File: src/rtl/dmem_arbiter.sv
// dmem_arbiter: two-port arbiter in front of the single-port synchronous data RAM.
// Port 0 is the CPU load/store path, port 1 is a DMA/debug master. One access is
// granted per cycle, read data returns one cycle after the grant, the DMA port is
// protected from CPU starvation, and the DMA can lock ownership for a burst.
module dmem_arbiter #(
  parameter int ADDR_W     = 14,
  parameter int DATA_W     = 32,
  parameter int STARVE_MAX = 4    // 1..15: CPU grants tolerated while DMA waits
) (
  input  logic              clock,
  input  logic              reset,
  // CPU port
  input  logic              cpu_req,
  input  logic              cpu_we,
  input  logic [ADDR_W-1:0] cpu_addr,
  input  logic [DATA_W-1:0] cpu_wdata,
  output logic              cpu_gnt,
  output logic              cpu_stall,
  output logic              cpu_rvalid,
  output logic [DATA_W-1:0] cpu_rdata,
  // DMA port
  input  logic              dma_req,
  input  logic              dma_we,
  input  logic              dma_lock,
  input  logic [ADDR_W-1:0] dma_addr,
  input  logic [DATA_W-1:0] dma_wdata,
  output logic              dma_gnt,
  output logic              dma_rvalid,
  output logic [DATA_W-1:0] dma_rdata,
  // RAM side
  output logic              mem_en,
  output logic              mem_we,
  output logic [ADDR_W-1:0] mem_addr,
  output logic [DATA_W-1:0] mem_wdata,
  input  logic [DATA_W-1:0] mem_rdata
);

  typedef enum logic {
    ARB  = 1'b0,   // normal arbitration with starvation guard
    LOCK = 1'b1    // DMA burst owns the RAM
  } state_e;

  typedef enum logic [1:0] {
    OWN_NONE = 2'd0,
    OWN_CPU  = 2'd1,
    OWN_DMA  = 2'd2
  } owner_e;

  localparam logic [3:0] STARVE_LIM = 4'(STARVE_MAX);

  state_e     state_q, state_d;
  logic [3:0] starve_cnt_q, starve_cnt_d;
  owner_e     rd_owner_q, rd_owner_d;

  logic lock_hold;   // LOCK state and the burst is still being requested
  logic starved;     // DMA has waited through the maximum CPU run

  assign lock_hold = (state_q == LOCK) && dma_req && dma_lock;
  assign starved   = (starve_cnt_q == STARVE_LIM);

  // State register: reset always returns to ARB.
  // NOTE: sequential state uses non-blocking assignments so every register samples
  // the pre-edge values; blocking here would create order-dependent simulation races.
  always_ff @(posedge clock) begin
    if (reset) begin
      state_q <= ARB;
    end else begin
      state_q <= state_d;
    end
  end

  // Next-state: a DMA grant with lock held enters (or stays in) LOCK; any cycle
  // where the burst is released falls back to ARB.
  // NOTE: every signal assigned in a combinational block gets a default first, so
  // no path leaves it unassigned and no latch is inferred.
  always_comb begin
    state_d = state_q;
    unique case (state_q)
      ARB: begin
        if (dma_gnt && dma_lock) state_d = LOCK;
      end
      LOCK: begin
        if (!dma_req || !dma_lock) state_d = ARB;
        else if (dma_gnt)          state_d = LOCK;
      end
      default: state_d = ARB;
    endcase
  end

  // Grant outputs: LOCK gives DMA absolute priority; otherwise a lone requester wins
  // and a tie goes to the CPU until the DMA has been starved STARVE_MAX times.
  // A released lock (req or lock low) is arbitrated exactly like ARB.
  always_comb begin
    cpu_gnt = 1'b0;
    dma_gnt = 1'b0;
    if (!reset) begin
      if (lock_hold) begin
        dma_gnt = 1'b1;
      end else if (cpu_req && dma_req) begin
        if (starved) dma_gnt = 1'b1;
        else         cpu_gnt = 1'b1;
      end else if (cpu_req) begin
        cpu_gnt = 1'b1;
      end else if (dma_req) begin
        dma_gnt = 1'b1;
      end
    end
  end

  // Starvation counter next value: counts CPU wins over a waiting DMA, saturating,
  // and clears as soon as the DMA is served or stops asking.
  always_comb begin
    starve_cnt_d = starve_cnt_q;
    if (dma_gnt || !dma_req) begin
      starve_cnt_d = 4'd0;
    end else if (cpu_gnt && (starve_cnt_q != STARVE_LIM)) begin
      starve_cnt_d = starve_cnt_q + 4'd1;
    end
  end

  // Read-return owner next value: remembers which port issued this cycle's read.
  always_comb begin
    rd_owner_d = OWN_NONE;
    if (cpu_gnt && !cpu_we)      rd_owner_d = OWN_CPU;
    else if (dma_gnt && !dma_we) rd_owner_d = OWN_DMA;
  end

  // Starvation counter and read-return owner registers.
  always_ff @(posedge clock) begin
    if (reset) begin
      starve_cnt_q <= 4'd0;
      rd_owner_q   <= OWN_NONE;
    end else begin
      starve_cnt_q <= starve_cnt_d;
      rd_owner_q   <= rd_owner_d;
    end
  end

  // RAM request mux: drive the granted port's command, all zero when idle.
  always_comb begin
    mem_en    = 1'b0;
    mem_we    = 1'b0;
    mem_addr  = '0;
    mem_wdata = '0;
    if (cpu_gnt) begin
      mem_en    = 1'b1;
      mem_we    = cpu_we;
      mem_addr  = cpu_addr;
      mem_wdata = cpu_wdata;
    end else if (dma_gnt) begin
      mem_en    = 1'b1;
      mem_we    = dma_we;
      mem_addr  = dma_addr;
      mem_wdata = dma_wdata;
    end
  end

  // Stall freezes the PC while the CPU waits; reset masks the stale read owner so a
  // read granted just before reset never returns.
  assign cpu_stall  = cpu_req && !cpu_gnt && !reset;
  assign cpu_rvalid = (rd_owner_q == OWN_CPU) && !reset;
  assign dma_rvalid = (rd_owner_q == OWN_DMA) && !reset;

  // Both ports see the RAM output directly; consumers qualify it with rvalid.
  assign cpu_rdata = mem_rdata;
  assign dma_rdata = mem_rdata;

endmodule

File: config.mk
export PLATFORM = sky130hd
export DESIGN_NAME = dmem_arbiter
export DESIGN_NICKNAME = d
export VERILOG_FILES = /design/src/rtl/dmem_arbiter.sv
export SDC_FILE = /design/constraint.sdc
export NUM_CORES = 1
export LEC_CHECK = 0
export ABC_AREA = 1
export BUFFER_PORTS_ARGS = -buffer_cell sky130_fd_sc_hd__buf_4
export CAP_MARGIN = 20
export CORE_AREA = 2 2 95 97
export CTS_CLUSTER_SIZE = 28
export DETAILED_ROUTE_END_ITERATION = 8
export DIE_AREA = 0 0 97 99
export GPL_TIMING_DRIVEN = 0
export HOLD_SLACK_MARGIN = 0.1
export PLACE_DENSITY = 0.55
export SLEW_MARGIN = 40
export SYNTH_ARGS = -nofsm -noshare
export SYNTH_HDL_FRONTEND = slang
export SYNTH_SLANG_ARGS = --single-unit
export TNS_END_PERCENT = 50
File: constraint.sdc
create_clock -name clock -period 4.75 [get_ports clock]
set_clock_uncertainty 0.2 [all_clocks]
set_input_delay 0.475 -clock clock [delete_from_list [all_inputs] [get_ports clock]]
set_output_delay 0.475 -clock clock [all_outputs]
set_load 0.01 [all_outputs]
==> results of run 1 <==
==> state kept, by name, summed over array words and instances (netlist names) <==
register,flops
rd_owner_q,2
starve_cnt_q,4
state_q,1
==> cell type report <==
cell class,count,share of cell area [%]
tap,108,4.06
sequential,7,4.22
timing repair buffer,215,48.6
buffer,79,17.1
clock buffer,4,1.35
inverter,10,1.13
multi-input combinational,180,23.6
==> kinds of logic after synthesis <==
family                   synth area share (%)
AO/OA/AOI/OAI                            1.23
XOR/XNOR                                0.572
adder cells (fa/ha/maj)                  1.64
buffers and inverters                    39.7
flip-flops                               9.16
AND/OR/NAND/NOR                          47.8
==> layer usage <==
layer  wire, um  GRT usage [%]  up-vias
met5          0              0        -
met4         75           3.36        0
met3        793           3.48        6
met2       3590           24.9      157
met1       2490           14.1     1045
li1           -              -     1238
==> worst paths after layout <==
path / startpoint / cells past startpoint / to / slack [ns]
hold reg to reg: starve_cnt_q[3]$_SDFFE_PP0P_ / 2 / starve_cnt_q[3]$_SDFFE_PP0P_ / 0.31
hold / removal: cpu_we / 2 / rd_owner_q[0]$_SDFF_PP0_ / 0.22
setup / recovery: starve_cnt_q[0]$_SDFFE_PP0P_ / 9 / mem_wdata[18] / 2.06
setup reg to reg: starve_cnt_q[0]$_SDFFE_PP0P_ / 8 / rd_owner_q[0]$_SDFF_PP0_ / 2.97
==> synth_stat cells <==
master	n	share of area, %
inv_1	9	2.2
buf_6	3	2.2
a21oi_2	1	0.57
nand2_1	107	26
nor2_1	10	2.5
inv_2	1	0.25
xnor2_1	1	0.57
nand3b_1	1	0.49
nor2_2	1	0.41
nand3_1	51	17
nor3_1	2	0.65
nand2_2	1	0.41
nand4_1	1	0.41
clkbuf_1	4	0.98
buf_4	64	31
a21oi_1	2	0.65
dfxtp_1	7	9.2
ha_1	2	1.6
buf_2	8	2.6
==> power groups by stage <==
stage	logic [W]	registers, W	clock network, W
floorplan	0.000132	0.0000642	0
global placement	0.000301	0.0000645	0
detailed placement	0.000302	0.0000647	0
CTS	0.000303	0.0000637	0.0000848
global route	0.000324	0.0000640	0.0000873
finish	0.000299	0.0000638	0.0000825
==> cells in the final DEF (no fill, tap or decap), drive strengths merged <==
cell type | synthesis | final
nor3 | 2 | 2
inv | 10 | 10
nand4 | 1 | 1
nor2 | 11 | 11
dfxtp | 7 | 7
xnor2 | 1 | 1
nand3b | 1 | 1
ha | 2 | 2
nand2 | 108 | 108
nand3 | 51 | 51
clkbuf | 4 | 8
a21oi | 3 | 3
buf | 75 | 290
==> stage by stage <==
step	hold slack (ns)	power (W)	instance area, um2	util [%]
detailed placement	0.306	0.000367	3280	38.4
global route	0.227	0.000475	3320	38.9
global placement	0.307	0.000365	3280	38.4
finish	0.224	0.000445	3320	38.9
floorplan	0.282	0.000196	1530	-
CTS	0.221	0.000452	3320	38.9
==> impl_metrics.csv, run 1 <==
group,metric,value,unit
run_status,status,"complete, no violations",
clock_network,cts_tree,"yes",
finish,multi_input_comb_area,783,um2
floorplanning,initial_utilization,17.9,%
timing,finalSetupTns,0,ns
synth,netlist_instances,276,
clock_network,cts_sinks,7,
clock_network,cts_buffer_depth,2,
finish,areaGrowthSynthToFinish,117,%
global_routing,grt_antenna_before_repair,0,
routing,num_vias,2446,
floorplanning,io_pins,248,
power_and_ir_drop,power.density,134,nW/um2
worst_setup_path,cp-start-kind,"flip-flop",
power_and_ir_drop,leakagePower,2.02,nW
timing,fmax,372,MHz
global_routing,grt_max_degree,11,
synth,synth-seq-area-share,9.16,%
finish,final-seq-area,140,um2
timing,drv_slew,0,
timing,worst_slew_pin_slew,0.501,ns
worst_setup_path,critPathCaptureType,"output port",
finish,nFillCells,933,
hold_path,hold_path.class,"in2reg",
routing,routed_wl,6950,um
timing,layout_setup_ws,2.06,ns
synth,ys_ff_latch,7,
synth,synth_area,1530,um2
power_and_ir_drop,switchingPower,0.000148,W
synth,synth.distinct_cells,19,
worst_setup_path,cpMostUsedCell,"nand2_1",
clock_network,ctsHoldBuffers,0,
timing,setup_viol,0,
power_and_ir_drop,pwr-share-seq,14.3,%
floorplanning,die_h,99,um
worst_setup_path,crit_chain,"inv_1 -> ha_1 -> nand2_1 -> nor2_2 -> a21oi_2 -> clkbuf_1 -> nand2_1 -> nand2_1 -> buf_4",
clock_network,numCtsBuffers,3,
routing,via_per_inst,4.06,
worst_setup_path,cp_max_fo,10,
floorplanning,rows,34,
power_and_ir_drop,p_int,0.000297,W
clock_network,post_cts_resized,0,
placement,numPortBuffers,215,
finish,final_cells,603,
global_routing,grt_usage,13.0,%
global_routing,grt_pass1_wl,10500,um
power_and_ir_drop,p_sw_share,33.3,%
synth,syn-num-nets,409,
clock_network,path_clk_slew,0.04,ns
worst_setup_path,path_class,"reg2out",
worst_setup_path,crit_slowest_cell,"clkbuf_1",
routing,ant_nets,0,
synth,synth.avg_cell_area,5.54,um2
worst_setup_path,cp.arrival,2.01,ns
worst_setup_path,slowest_delay,0.40,ns
timing,hold_viol_final,0,
clock_network,htree_num_levels,1,
power_and_ir_drop,ir_drop,0.0551,mV
floorplanning,die_x,97,um
finish,final_layout_size_suffix_gt1_share,60.0,%
floorplanning,dieArea,9600,um2
timing,rsz0062_at_grt,"no",
power_and_ir_drop,comb_power_share,67.2,%
routing,drt_iter0_drc,50,
finish,fin_nets,629,
floorplanning,core,8550,um2
timing,layout_worst_path_cycle_share,56.6,%
worst_setup_path,cp_top_family,"buffers and inverters",
worst_setup_path,cp.required,4.07,ns
power_and_ir_drop,clockPowerShare,18.5,%
global_routing,grt_pass1_vias,2283,
routing,drtPass1Iterations,4,
timing,min_period,2.69,ns
finish,n_antenna_cell,0,
global_routing,overflow,0,
routing,avgRoutedWirePerCell,11.5,um
timing,relSlewSlack,66.6,%
placement,place.gp.congestion,0.774,
run,drv_cap,0,
clock_network,post_cts.repair.setup_buffers,0,
synth,ys_warn_count,0,
placement,dp_cells,599,
routing,drcViolationCount,0,
clock_network,clock-root-buffer,"clkbuf_8",
worst_setup_path,critPathBufInv,3,
clock_network,clk_latency,0.22,ns
placement,pre_cts_ws,2.20,ns
placement,hpwl,6060,um
Note: power is estimated with default switching activity, not from simulation.
==> run 2: changes to the inputs <==
Settings changed: CORE_AREA 2 2 95 97 to 2 2 96 98, DIE_AREA 0 0 97 99 to 0 0 98 100.
Clock period 4.75 ns to 2.77 ns, I/O delays scaled along.
==> run 2 against run 1 <==
  * Critical path type is now in2out
  * Setup slack got worse by 1.9 ns
  * Combinational power rose by 74%
  * Clock-buffer cell count did not move
  * Worst hold slack better by 0.073 ns
  * Design area grew 1.1%
  * Sequential share of layout area about the same
  * Global-route usage up 0.22 points
  * Power grew 73%
  * Via count is 0.74% lower
==> impl_metrics.csv, run 2 (same netlist as run 1, synthesis figures left out) <==
group,metric,value,unit
global_routing,grt_usage,13.2,%
clock_network,cts_sinks,7,
worst_setup_path,crit_chain,"dlygate4sd3_1 -> buf_4 -> nand3_1 -> nand2_1 -> a21oi_2 -> buf_2 -> nand2_1 -> nand2_1 -> buf_4",
routing,drcViolationCount,0,
routing,num_vias,2428,
power_and_ir_drop,ir_drop,0.137,mV
worst_setup_path,cp-start-kind,"input port",
finish,most-common-layout-cells,"buf_4, nand2_1, nand3_1",
worst_setup_path,r2r_setup_slack,0.89,ns
worst_setup_path,slowest_delay,0.53,ns
timing,holdWs,0.297,ns
routing,drt_iter0_drc,54,
power_and_ir_drop,switchingPower,0.000260,W
routing,avgRoutedWirePerCell,12.1,um
power_and_ir_drop,power.density,230,nW/um2
timing,min_period,2.57,ns
finish,final_common_cell,"buf_4",
clock_network,clock-root-buffer,"clkbuf_8",
floorplanning,core,8890,um2
finish,areaGrowthSynthToFinish,120,%
routing,via_per_inst,3.99,
timing,fmax,389,MHz
timing,setup_viol,0,
worst_setup_path,crit_slowest_cell,"dlygate4sd3_1",
timing,worst_slew_pin_slew,0.614,ns
placement,pre_cts_ws,0.444,ns
routing,routed_wl,7380,um
worst_setup_path,cpMostUsedCell,"nand2_1",
global_routing,grt_pass1_vias,2221,
worst_setup_path,cp-startpoint,"dma_lock",
clock_network,path_clk_slew,0.04,ns
finish,fin_nets,632,
timing,rsz0062_at_grt,"no",
timing,layout_setup_ws,0.201,ns
finish,largest_reg_flops,4,
worst_setup_path,cp-endpoint,"mem_addr[13]",
floorplanning,io_pins,248,
hold_path,hold_path.class,"in2reg",
power_and_ir_drop,p_int,0.000512,W
clock_network,htree_num_levels,1,
global_routing,grt_antenna_before_repair,0,
worst_setup_path,cp.required,2.29,ns
global_routing,grt_max_degree,11,
worst_setup_path,rr_worst_depth,8,
routing,route.met3.wl,630,um
clock_network,cts_buffer_depth,2,
placement,numPortBuffers,215,
finish,largest_register,"starve_cnt_q",
global_routing,overflow,0,
worst_setup_path,path_class,"in2out",
finish,final_layout_size_suffix_gt1_share,59.8,%
routing,wl_met2,3950,um
timing,drv_slew,0,
power_and_ir_drop,pwr-share-seq,14.2,%
floorplanning,rows,35,
worst_setup_path,r2r-start,"starve_cnt_q[0]$_SDFFE_PP0P_",
worst_setup_path,cp.arrival,2.09,ns
placement,dpl_cell_area,3280,um2
run_status,status,"complete, no violations",
placement,place.gp.congestion,0.786,
floorplanning,die_h,100,um
power_and_ir_drop,clockPowerShare,18.5,%
timing,layout_worst_path_cycle_share,92.8,%
timing,relSlewSlack,59.1,%
worst_setup_path,cp.depth,9,
routing,wl_met1,2750,um
placement,hpwl,6380,um
floorplanning,initial_utilization,17.2,%
routing,ant_nets,0,
worst_setup_path,critPathBufInv,4,
clock_network,cts_tree,"yes",
clock_network,clk_latency,0.23,ns
worst_setup_path,cp_max_fo,10,
worst_setup_path,worstReg2RegEnd,"rd_owner_q[0]$_SDFF_PP0_",
floorplanning,die_x,98,um
finish,largestRegisters,"starve_cnt_q (4), rd_owner_q (2), state_q (1)",
floorplanning,dieArea,9800,um2
finish,n_antenna_cell,0,
timing,hold_viol_final,0,
power_and_ir_drop,leakagePower,2.03,nW
power_and_ir_drop,comb_power_share,67.3,%
worst_setup_path,critPathCaptureType,"output port",
clock_network,numCtsBuffers,3,
worst_setup_path,cp_top_family,"buffers and inverters",
run,drv_cap,0,
routing,top_layer,"met4",
finish,design_area,3360,um2
routing,drtPass1Iterations,4,
global_routing,grt_pass1_wl,10600,um
power_and_ir_drop,p_sw_share,33.6,%
timing,finalSetupTns,0,ns
run 2: layer usage:
| layer | GRT usage, % | vias up |
|---|---|---|
| met1 | 15.4 | 1061 |
| met5 | 0 | - |
| met3 | 2.51 | 4 |
| li1 | - | 1244 |
| met2 | 25.2 | 119 |
| met4 | 2.67 | 0 |
run 2: power groups by stage:
stage	Sequential, W	Clock, W	Combinational [W]
finish	0.000110	0.000143	0.000519
CTS	0.000110	0.000144	0.000525
global route	0.000110	0.000149	0.000561
floorplan	0.000110	0	0.000227
global placement	0.000111	0	0.000517
detailed placement	0.000111	0	0.000521
run 2: tightest hold or removal path, cell delays in order:
cell	delay (ns)
buf_4	0.11
nor2_1	0.06
nand3_1	0.12
nor2_1	0.05
nor2_1	0.08
run 2: area by class of cell:
class	instances	area, um2
timing repair buffer	218	1640
multi-input combinational	180	783
sequential	7	140
buffer	79	571
tap	111	139
clock buffer	4	45.0
fill	959	5530
inverter	10	37.5
run 2: timing repair:
action,4_1_cts,5_1_grt
hold endpoints to repair,3,0
setup buffers,0,0
setup endpoints to repair,0,10
hold buffers,3,0
resized for setup,0,2
run 2: per-stage QoR:
step,cells,utilization (%),power (W)
after floorplan,276,-,0.000337
after global placement,602,36.9,0.000627
after detailed placement,602,36.9,0.000632
after CTS,609,37.8,0.000779
after global routing,609,37.8,0.000821
final,609,37.8,0.000772
run 2: how the worst min path moves through the flow:
stage	from	depth (start not counted)	slack (ns)	endpoint
final	reset	5	0.30	starve_cnt_q[1]$_SDFFE_PP0P_
after global routing	dma_req	4	0.35	starve_cnt_q[0]$_SDFFE_PP0P_
after CTS	reset	5	0.30	starve_cnt_q[1]$_SDFFE_PP0P_
after detailed placement	dma_we	2	0.25	rd_owner_q[1]$_SDFF_PP0_
after global placement	dma_we	2	0.25	rd_owner_q[1]$_SDFF_PP0_
after floorplan	cpu_we	1	0.15	rd_owner_q[0]$_SDFF_PP0_
